<file path="src/rtl/fp_pkg.sv">
// Shared single-precision constants, unpacked-operand type and unpack helper.
// Denormal inputs unpack to a signed zero with no hidden bit.
package fp_pkg;

  localparam int FP_W     = 32;
  localparam int EXP_W    = 8;
  localparam int MAN_W    = 23;
  localparam int EXP_BIAS = 127;
  localparam int EXP_MAX  = 2 * EXP_BIAS + 1;

  typedef struct packed {
    logic             sign;
    logic [EXP_W-1:0] exp;
    logic [MAN_W:0]   man;
  } fp_unpacked_t;

  function automatic fp_unpacked_t fp_unpack(input logic [FP_W-1:0] x);
    fp_unpacked_t u;
    u.sign = x[FP_W-1];
    u.exp  = x[FP_W-2:MAN_W];
    u.man  = (u.exp == '0) ? '0 : {1'b1, x[MAN_W-1:0]};
    return u;
  endfunction

endpackage

</file>
<file path="src/rtl/fp_lzc25.sv">
// Combinational 25-bit leading-zero counter; an all-zero input reports 25.
// No state, no handshake.
module fp_lzc25 (
  input  logic [24:0] din,
  output logic [4:0]  cnt
);

  always_comb begin
    cnt = 5'd25;
    // Ascending scan: the highest set bit is the last one to write cnt.
    for (int i = 0; i < 25; i++) begin
      if (din[i]) cnt = 5'(24 - i);
    end
  end

endmodule

</file>
<file path="src/rtl/fp_sub_pipe.sv">
// 3-stage single-precision subtract/add (truncating, denormals flushed); result 3 cycles after accept.
// One global advance enable: any stall on the output freezes every stage and drops in_ready.
module fp_sub_pipe
  import fp_pkg::*;
#(
  parameter int NEGATE_B = 1
) (
  input  logic            clk,
  input  logic            rst_n,
  input  logic            in_valid,
  output logic            in_ready,
  input  logic [FP_W-1:0] operand_a,
  input  logic [FP_W-1:0] operand_b,
  output logic            out_valid,
  input  logic            out_ready,
  output logic [FP_W-1:0] result
);

  // One guard bit below the mantissa plus one carry bit above the hidden 1.
  localparam int SUM_W = MAN_W + 3;

  logic en;
  assign en       = !out_valid || out_ready;
  assign in_ready = en;

  // S1: effective sign of b, then order by magnitude (ties keep a as the larger).
  fp_unpacked_t ua, ub, big_d, small_d;
  logic         a_ge_b;

  always_comb begin
    ua = fp_unpack(operand_a);
    ub = fp_unpack(operand_b);
    if (NEGATE_B != 0) ub.sign = ~ub.sign;
    a_ge_b  = {ua.exp, ua.man} >= {ub.exp, ub.man};
    big_d   = a_ge_b ? ua : ub;
    small_d = a_ge_b ? ub : ua;
  end

  logic         s1_vld;
  fp_unpacked_t s1_big, s1_small;

  // S2: align the smaller operand and add or subtract magnitudes.
  logic [EXP_W-1:0] exp_diff;
  logic [SUM_W-2:0] small_al;
  logic [SUM_W-1:0] big_al, sum_d;

  always_comb begin
    exp_diff = s1_big.exp - s1_small.exp;
    big_al   = {1'b0, s1_big.man, 1'b0};
    small_al = (exp_diff > 8'd24) ? '0 : ({s1_small.man, 1'b0} >> exp_diff);
    sum_d    = (s1_big.sign ^ s1_small.sign) ? big_al - {1'b0, small_al}
                                             : big_al + {1'b0, small_al};
  end

  logic             s2_vld;
  logic             s2_sign;
  logic             s2_inf;
  logic [EXP_W-1:0] s2_exp;
  logic [SUM_W-1:0] s2_sum;

  // S3: normalize, range-check the exponent and pack.
  logic [4:0]              lz;
  logic [EXP_W+1:0]        exp_inc;
  logic signed [EXP_W+1:0] exp_dec;
  logic [FP_W-1:0]         res_d;

  fp_lzc25 u_lzc (
    .din (s2_sum[SUM_W-2:0]),
    .cnt (lz)
  );

  always_comb begin
    exp_inc = {2'b00, s2_exp} + 10'd1;
    exp_dec = $signed({2'b00, s2_exp}) - $signed({5'b00000, lz});
    res_d   = '0;
    if (s2_inf) begin
      res_d = {s2_sign, {EXP_W{1'b1}}, {MAN_W{1'b0}}};
    end else if (s2_sum == '0) begin
      res_d = '0;
    end else if (s2_sum[SUM_W-1]) begin
      if (exp_inc >= 10'(EXP_MAX)) res_d = {s2_sign, {EXP_W{1'b1}}, {MAN_W{1'b0}}};
      else                         res_d = {s2_sign, exp_inc[EXP_W-1:0], s2_sum[SUM_W-2:2]};
    end else begin
      if (exp_dec <= 10'sd0) res_d = {s2_sign, {(FP_W-1){1'b0}}};
      else res_d = {s2_sign, exp_dec[EXP_W-1:0],
                    MAN_W'((s2_sum[SUM_W-2:0] << lz) >> 1)};
    end
  end

  always_ff @(posedge clk or negedge rst_n) begin
    if (!rst_n) begin
      s1_vld    <= 1'b0;
      s1_big    <= '0;
      s1_small  <= '0;
      s2_vld    <= 1'b0;
      s2_sign   <= 1'b0;
      s2_inf    <= 1'b0;
      s2_exp    <= '0;
      s2_sum    <= '0;
      out_valid <= 1'b0;
      result    <= '0;
    end else if (en) begin
      s1_vld    <= in_valid;
      s1_big    <= big_d;
      s1_small  <= small_d;
      s2_vld    <= s1_vld;
      s2_sign   <= s1_big.sign;
      s2_inf    <= (s1_big.exp == EXP_W'(EXP_MAX));
      s2_exp    <= s1_big.exp;
      s2_sum    <= sum_d;
      out_valid <= s2_vld;
      result    <= res_d;
    end
  end

endmodule
</file>
<file path="config.mk">
export PLATFORM = sky130hd
export DESIGN_NAME = fp_sub_pipe
export DESIGN_NICKNAME = d
export VERILOG_FILES = /design/src/rtl/fp_pkg.sv /design/src/rtl/fp_lzc25.sv /design/src/rtl/fp_sub_pipe.sv
export SDC_FILE = /design/constraint.sdc
export NUM_CORES = 1
export LEC_CHECK = 0
export CORE_MARGIN = 2
export CORE_UTILIZATION = 60
export CTS_BUF_LIST = sky130_fd_sc_hd__clkbuf_4 sky130_fd_sc_hd__clkbuf_8 sky130_fd_sc_hd__clkbuf_16
export DETAILED_ROUTE_END_ITERATION = 7
export GPL_TIMING_DRIVEN = 0
export PLACE_DENSITY = 0.81
export SETUP_SLACK_MARGIN = 0.02
export SYNTH_ARGS = -nofsm -noshare
export SYNTH_HDL_FRONTEND = slang
export SYNTH_SLANG_ARGS = --single-unit
</file>
<file path="constraint.sdc">
create_clock -name clk -period 6.66 [get_ports clk]
set_clock_uncertainty 0.1 [all_clocks]
set_input_delay 1.998 -clock clk [delete_from_list [all_inputs] [get_ports clk]]
set_output_delay 1.998 -clock clk [all_outputs]
set_load 0.02 [all_outputs]
</file>
# After elaboration in Yosys (flattened, before gate mapping)
# Index checks and enable logic that the tools add are counted.
# W data, S select, Z words.
classes:
  addsub: 5
  magnitude_cmp: 4
  eq_ne: 1
  n_shift: 2
  mux: 36
  bitwise_logic: 2
  reduce_logical: 5
op_table:
  columns: ["cell", "count"]
  rows:
  - ["$mux W31", 3]
  - ["$mux W5", 16]
  - ["$mux W33", 2]
  - ["$mux W32", 2]
  - ["$mux W24", 2]
  - ["$ge A32 B32 Y1", 1]
  - ["$mux W4", 8]
  - ["$add A25 B25 Y26", 1]
  - ["$logic_not A26 Y1", 1]
  - ["$mux W26", 1]
  - ["$sub A25 B25 Y26", 1]
  - ["$mux W25", 1]
  - ["$shl A25 B5 Y24", 1]
  - ["$shr A25 B8 Y25", 1]
  - ["$logic_not A8 Y1", 2]
  - ["$add A8 B1 Y9 const B", 1]
  - ["$ge A9 B8 Y1 const B", 1]
  - ["$le A9 B1 Y1 const B", 1]
  - ["$sub A8 B5 Y9", 1]
  - ["$eq A8 B8 Y1 const B", 1]
  - ["$gt A8 B5 Y1 const B", 1]
  - ["$sub A8 B8 Y8", 1]
  - ["$logic_not A1 Y1", 1]
  - ["$logic_or A1 B1 Y1", 1]
  - ["other kinds (3)", 3]
totals:
  ff_bits: 137
  inputBits: 68
  wordCells: 69

# Longest topological paths before layout
logic_depth:
  word_depth: 31
  ltp_mapped: 28
  ltp_nobuf: 26

# Hierarchy
# From an unflattened synthesis, not the netlist that was laid out.
hier_totals:
  cells_unflattened: 1655
  area_unflattened_um2: 12939.9
modules_own_cells:
  columns: ["module", "instances", "cells_per_inst", "area_each_um2", "seq_area_each_um2"]
  rows:
  - ["fp_sub_pipe", 1, 1606, 12660.9, 3428.3]
  - ["fp_lzc25", 1, 49, 279.0, 0.0]

# Worst setup path before layout
# Ideal clock, no wire load.
synth_path:
  path_type: "register -> register"
  start: "reg s1_big[24] (netlist name)"
  end: "reg s2_sum[23]"
  setup_time_ns: 0.148
  arrival_time_ns: 5.635
  t_required_ns: 6.412
  path_slack_ns: 0.777
  path_stages_with_launch: 28
  cell_sequence: "dfrtp_1 -> inv_1 -> ha_1 -> inv_1 -> fa_1 -> a21o_1 -> a21o_1 -> and4_1 -> a311oi_1 -> nand3_1 -> or2_2 -> clkbuf_1 -> o32a_1 -> inv_1 -> ha_1 -> inv_1 -> fa_1 -> o21ba_2 -> nor4_1 -> o31ai_1 -> a21o_1 -> o41a_1 -> a21oi_1 -> a221oi_1 -> a221oi_1 -> a211oi_1 -> xnor2_1 -> a21oi_1"
synth_between:
  elab_chain_len: 5
  elab_cells_between_ends: 7
synth_lines:
  columns: ["element", "line_no", "source"]
  rows:
  - ["from (decl)", "fp_sub_pipe.sv:40", "fp_unpacked_t s1_big, s1_small;"]
  - ["from (signal assigned)", "fp_sub_pipe.sv:104", "s1_big <= big_d;"]
  - ["$sub A8 B8 Y8 (*)", "fp_sub_pipe.sv:48", "exp_diff = s1_big.exp - s1_small.exp;"]
  - ["$shr A25 B8 Y25 / $gt A8 B5 Y1 (equally long branches)", "fp_sub_pipe.sv:50", "small_al = (exp_diff > 8'd24) ? '0 : ({s1_small.man, 1'b0} >> exp_diff);"]
  - ["$mux W25 (*)", "fp_sub_pipe.sv:50", null]
  - ["$add A25 B25 Y26 / $sub A25 B25 Y26 (equally long branches)", "fp_sub_pipe.sv:52, fp_sub_pipe.sv:51", null]
  - ["$mux W26 (*)", "fp_sub_pipe.sv:51", "sum_d = (s1_big.sign ^ s1_small.sign) ? big_al - {1'b0, small_al}"]
  - ["to (signal assigned)", "fp_sub_pipe.sv:110", "s2_sum <= sum_d;"]
  - ["to (decl)", "fp_sub_pipe.sv:59", "logic [SUM_W-1:0] s2_sum;"]
# Every way passes the cells marked *; elsewhere a longest branch is shown, timed or not.
# A chain may end at the register's enable or synchronous reset.

# Final worst setup path
layout_path:
  start: "reg s1_big[24] (netlist name)"
  end: "reg s2_sum[25]"
# Same word-level chain as after synthesis.

==> metrics.md <==
| Metric | Value |
|---|---|
| H-Tree Depth | 4 |
| CP max FO | 5 |
| First-pass GRT wire length | 67.3 mm |
| Setup WS pre-CTS | -436 ps |
| Setup slack, reg-to-reg | 240 ps |
| Util after Layout | 70.8% |
| Final Hold Fails | 0 |
| Placed cell area | around 14000 um2 |
| Via count | 13124 |
| Drt pass-1 iters | 7 |
| Mapped Area | about 13000 um2 |
| Arrival time at the worst endpoint | ~6700 ps |
| Max_cap viols | 0 |
| Synth top area cells | dfrtp_1 (27%), ha_1 (9.3%), nand2_1 (5.8%), mux2i_1 (5.1%), a21oi_1 (4.1%) |
| Seq/Total Area, Yosys | 26.8% |
| Min Tclk post-route | around 6400 ps |
| Initial DRC count | roughly 1400 |
| Hold Crit Start | s2_vld$_DFFE_PN0P_ |
| Clk_lat worst skew | approximately 440 ps |
| Lkg Pwr | 6.71 nW |
| Hold Path Sink | out_valid$_DFFE_PN0P_ |
| Vias in the first global route | ~12000 |
| Initial Utilization | between 60% and 70% |
| Area leader, netlist | dfrtp_1 |
| Slew Viols, Final | 0 |
| Async SR Flop Fraction | 100% |
| Ys flop type | dfrtp_1 |
| Number of synthesized flops with an enable pin | 0 |
| IR drop worst, VDD | approximately 0.21 mV |
| Depth of the most critical reg-to-reg path | 26 |
| Total GRT Usage | around two fifths |
| Final HPWL DP | ~34 mm |
| Clock Tree Root | clkbuf_16 |
| Num CTS Buffers | 17 |
| Core area | 21000 um2 |
| Post-Layout Inst Area | roughly 15000 um2 |
| Ys Warns | 0 |
| Mean number of vias per cell | between 6 and 7 |
| Top cell type's share of synthesized area | between 20% and 30% |
| Antenna-violating nets left | 0 |
| Routed WL | about 43 mm |
| Syn nets | 1768 |
| Worst EP required | 6910 ps |
| Pin count of the biggest net entering global routing | just over 100 |
| Worst setup SP type | register |
| FF+latch count, synth | between 100 and 150 |
| Die Ht | 150 um |
| Setup crit end kind | register |
| CTS tree | done |
| Setup Viol. Count Final | 0 |
| Row count | 53 |
| Syn Inst Count | 1601 |
| Drt wl/cell | 21.4 um |
| Syn Area/Cell | approximately 8 um2 |
| Residual DRC | 0 |
| Max Root-Sink Buffers | 2 |
| RSZ-0062 raised after global routing | no |
| Antenna diodes | 0 |
| Final worst setup slack | between 200 and 250 ps |
| Setup TNS | 0 ps |
| # clock sinks | 137 |
| Relative slew margins | between 30% and 40% |
| Die W | roughly 150 um |
| Top-count cell post-synth | nand2_1 |
| I/O Buffers | slightly above 100 |
| Reg-to-reg critical path startpoint | s1_big[24]$_DFFE_PN0P_ |
| Routability cong. | 1.02 |
| Placed cell count | 1978 |
| Hold path cells | 1 |
| Final Non-Filler Cells | between 2000 and 2500 |
| Full die area | 22500 um2 |
| Slew at the pin closest to its max-slew limit | 930 ps |
| Worst-path clk slew | roughly 70 ps |
| Yosys cell types | just under 90 |
| Fin crit share | a little over nine tenths |
| WS Path Type | reg2reg |
| Worst R2R End | s2_sum[25]$_DFFE_PN0P_ |
| Run status | completed |
| Final net count | about 1900 |
| Fill cell count | between 1500 and 2000 |
| Initial antenna violation count | 0 |
| Fmax | 0.156 GHz |
| Class of the worst hold path | reg2reg |
| Global route overflow | 0 |
| Most frequent cells after synthesis | nand2_1 (199), dfrtp_1 (137), nor2_1 (137) |
| IO Count | 102 |
| PD cells | between 500 and 600 nW/um2 |
| Share of cells above drive strength 1 | just under 7% |
| Synth-to-layout area growth | 16.3% |
==> how the worst max path moves through the flow <==
stage | cells after the start | slack (ps) | end | startpoint
5_1_grt | 19 | 20 | s1_small[15]$_DFFE_PN0P_ | operand_b[28]
3_3_place_gp | 1 | -1830 | big_al[12]$_DFFE_PN0P_ | rst_n
6_report | 26 | 240 | s2_sum[25]$_DFFE_PN0P_ | s1_big[24]$_DFFE_PN0P_
2_1_floorplan | 27 | 780 | s2_sum[23]$_DFFE_PN0P_ | s1_big[24]$_DFFE_PN0P_
4_1_cts | 19 | 110 | big_al[7]$_DFFE_PN0P_ | operand_b[28]
3_5_place_dp | 20 | -440 | s1_small[24]$_DFFE_PN0P_ | operand_b[28]
==> kinds of logic after synthesis <==
| logic type | after synthesis | synth area share (%) |
|---|---|---|
| compound gates | 451 | 24.4 |
| xor+xnor | 36 | 2.47 |
| fa+ha+maj | 99 | 9.94 |
| buf+inv | 237 | 7.26 |
| flops | 137 | 26.8 |
| mux | 94 | 9.21 |
| simple gates | 547 | 19.9 |
==> layout by cell type, fill, tap and decap left out, drive strengths merged, types with 17 or more instances in the layout <==
master,Yosys,routed
clkbuf,86,101
clkdlybuf4s50,0,100
a211oi,18,18
a21oi,107,107
nor2,138,138
a221o,49,49
mux4,17,17
inv,119,128
nand3,32,32
xnor2,24,24
a21o,22,22
o21ai,108,108
nor4,18,18
a22oi,18,18
buf,31,34
ha,95,95
nor3,68,68
nand2,199,199
dfrtp,137,137
mux2i,65,65
==> final cells by class <==
cell class                      count  area, um2  share of cell area (%)
Tap cell                          275        344                    2.32
Clock buffer                       17        425                    2.87
Timing Repair Buffer              103       1050                    7.05
Inverter                          120        450                    3.03
Buffer                            115        478                    3.22
Sequential cell                   137       3430                    23.1
Multi-Input combinational cell   1227       8480                    57.1
Clock inverter                     15        196                    1.32
==> sequential cells by signal, indices dropped and copies added, names as in the netlist <==
signal	count
big_al	24
out_valid	1
s2_sign	1
s2_exp	8
s2_sum	26
result	32
s2_inf	1
s2_vld	1
s1_big	9
s1_vld	1
s1_small	33
==> stage by stage <==
stage,power (W),hold WS [ps]
final,0.00752,372
after floorplan,0.00485,330
after CTS,0.00735,369
after detailed placement,0.00629,351
after global placement,0.00623,343
after global routing,0.00798,399
==> layer usage <==
layer	GRT usage (%)	up-vias	wire (um)	share of wire, %
met5	0	-	0	0
met4	18.5	0	2060	4.8
met3	6.98	140	3560	8.3
met2	62.9	709	20100	47
met1	49.3	6246	17300	40
li1	-	6029	-	-
==> critical path, stage by stage, from the launching register on <==
cell and delay, ps:
dfrtp_1 380, inv_1 140, ha_1 220, inv_1 70, fa_2 380, a21o_1 230, a21o_1 220, and4_1 220
a311oi_2 310, nand3_2 160, or4_4 610, o32a_1 240, inv_1 80, ha_1 160, inv_1 60, fa_1 400
o21ba_2 240, nor4_2 180, o31ai_1 150, a21o_1 250, o41a_1 380, a21oi_1 230, a221oi_1 150, a221oi_2 300
a221oi_1 120, nand3_1 120, o2111a_1 250
==> repair_timing <==
action | 4_1_cts | 5_1_grt
buffers inserted | 0 | 1
hold buffers | 0 | 0
pin swaps | 1 | 2
cloned | 0 | 0
setup endpoints to repair | 9 | 76
gates resized for setup | 6 | 19
==> where the power goes <==
group          leakage [nW]  switching (W)  total [W]  internal, W
Sequential             1.65       0.000319    0.00147      0.00115
Clock                 0.307       0.000446    0.00102     0.000575
Combinational          4.75        0.00306    0.00502      0.00197
(Power assumes the default switching activity.)
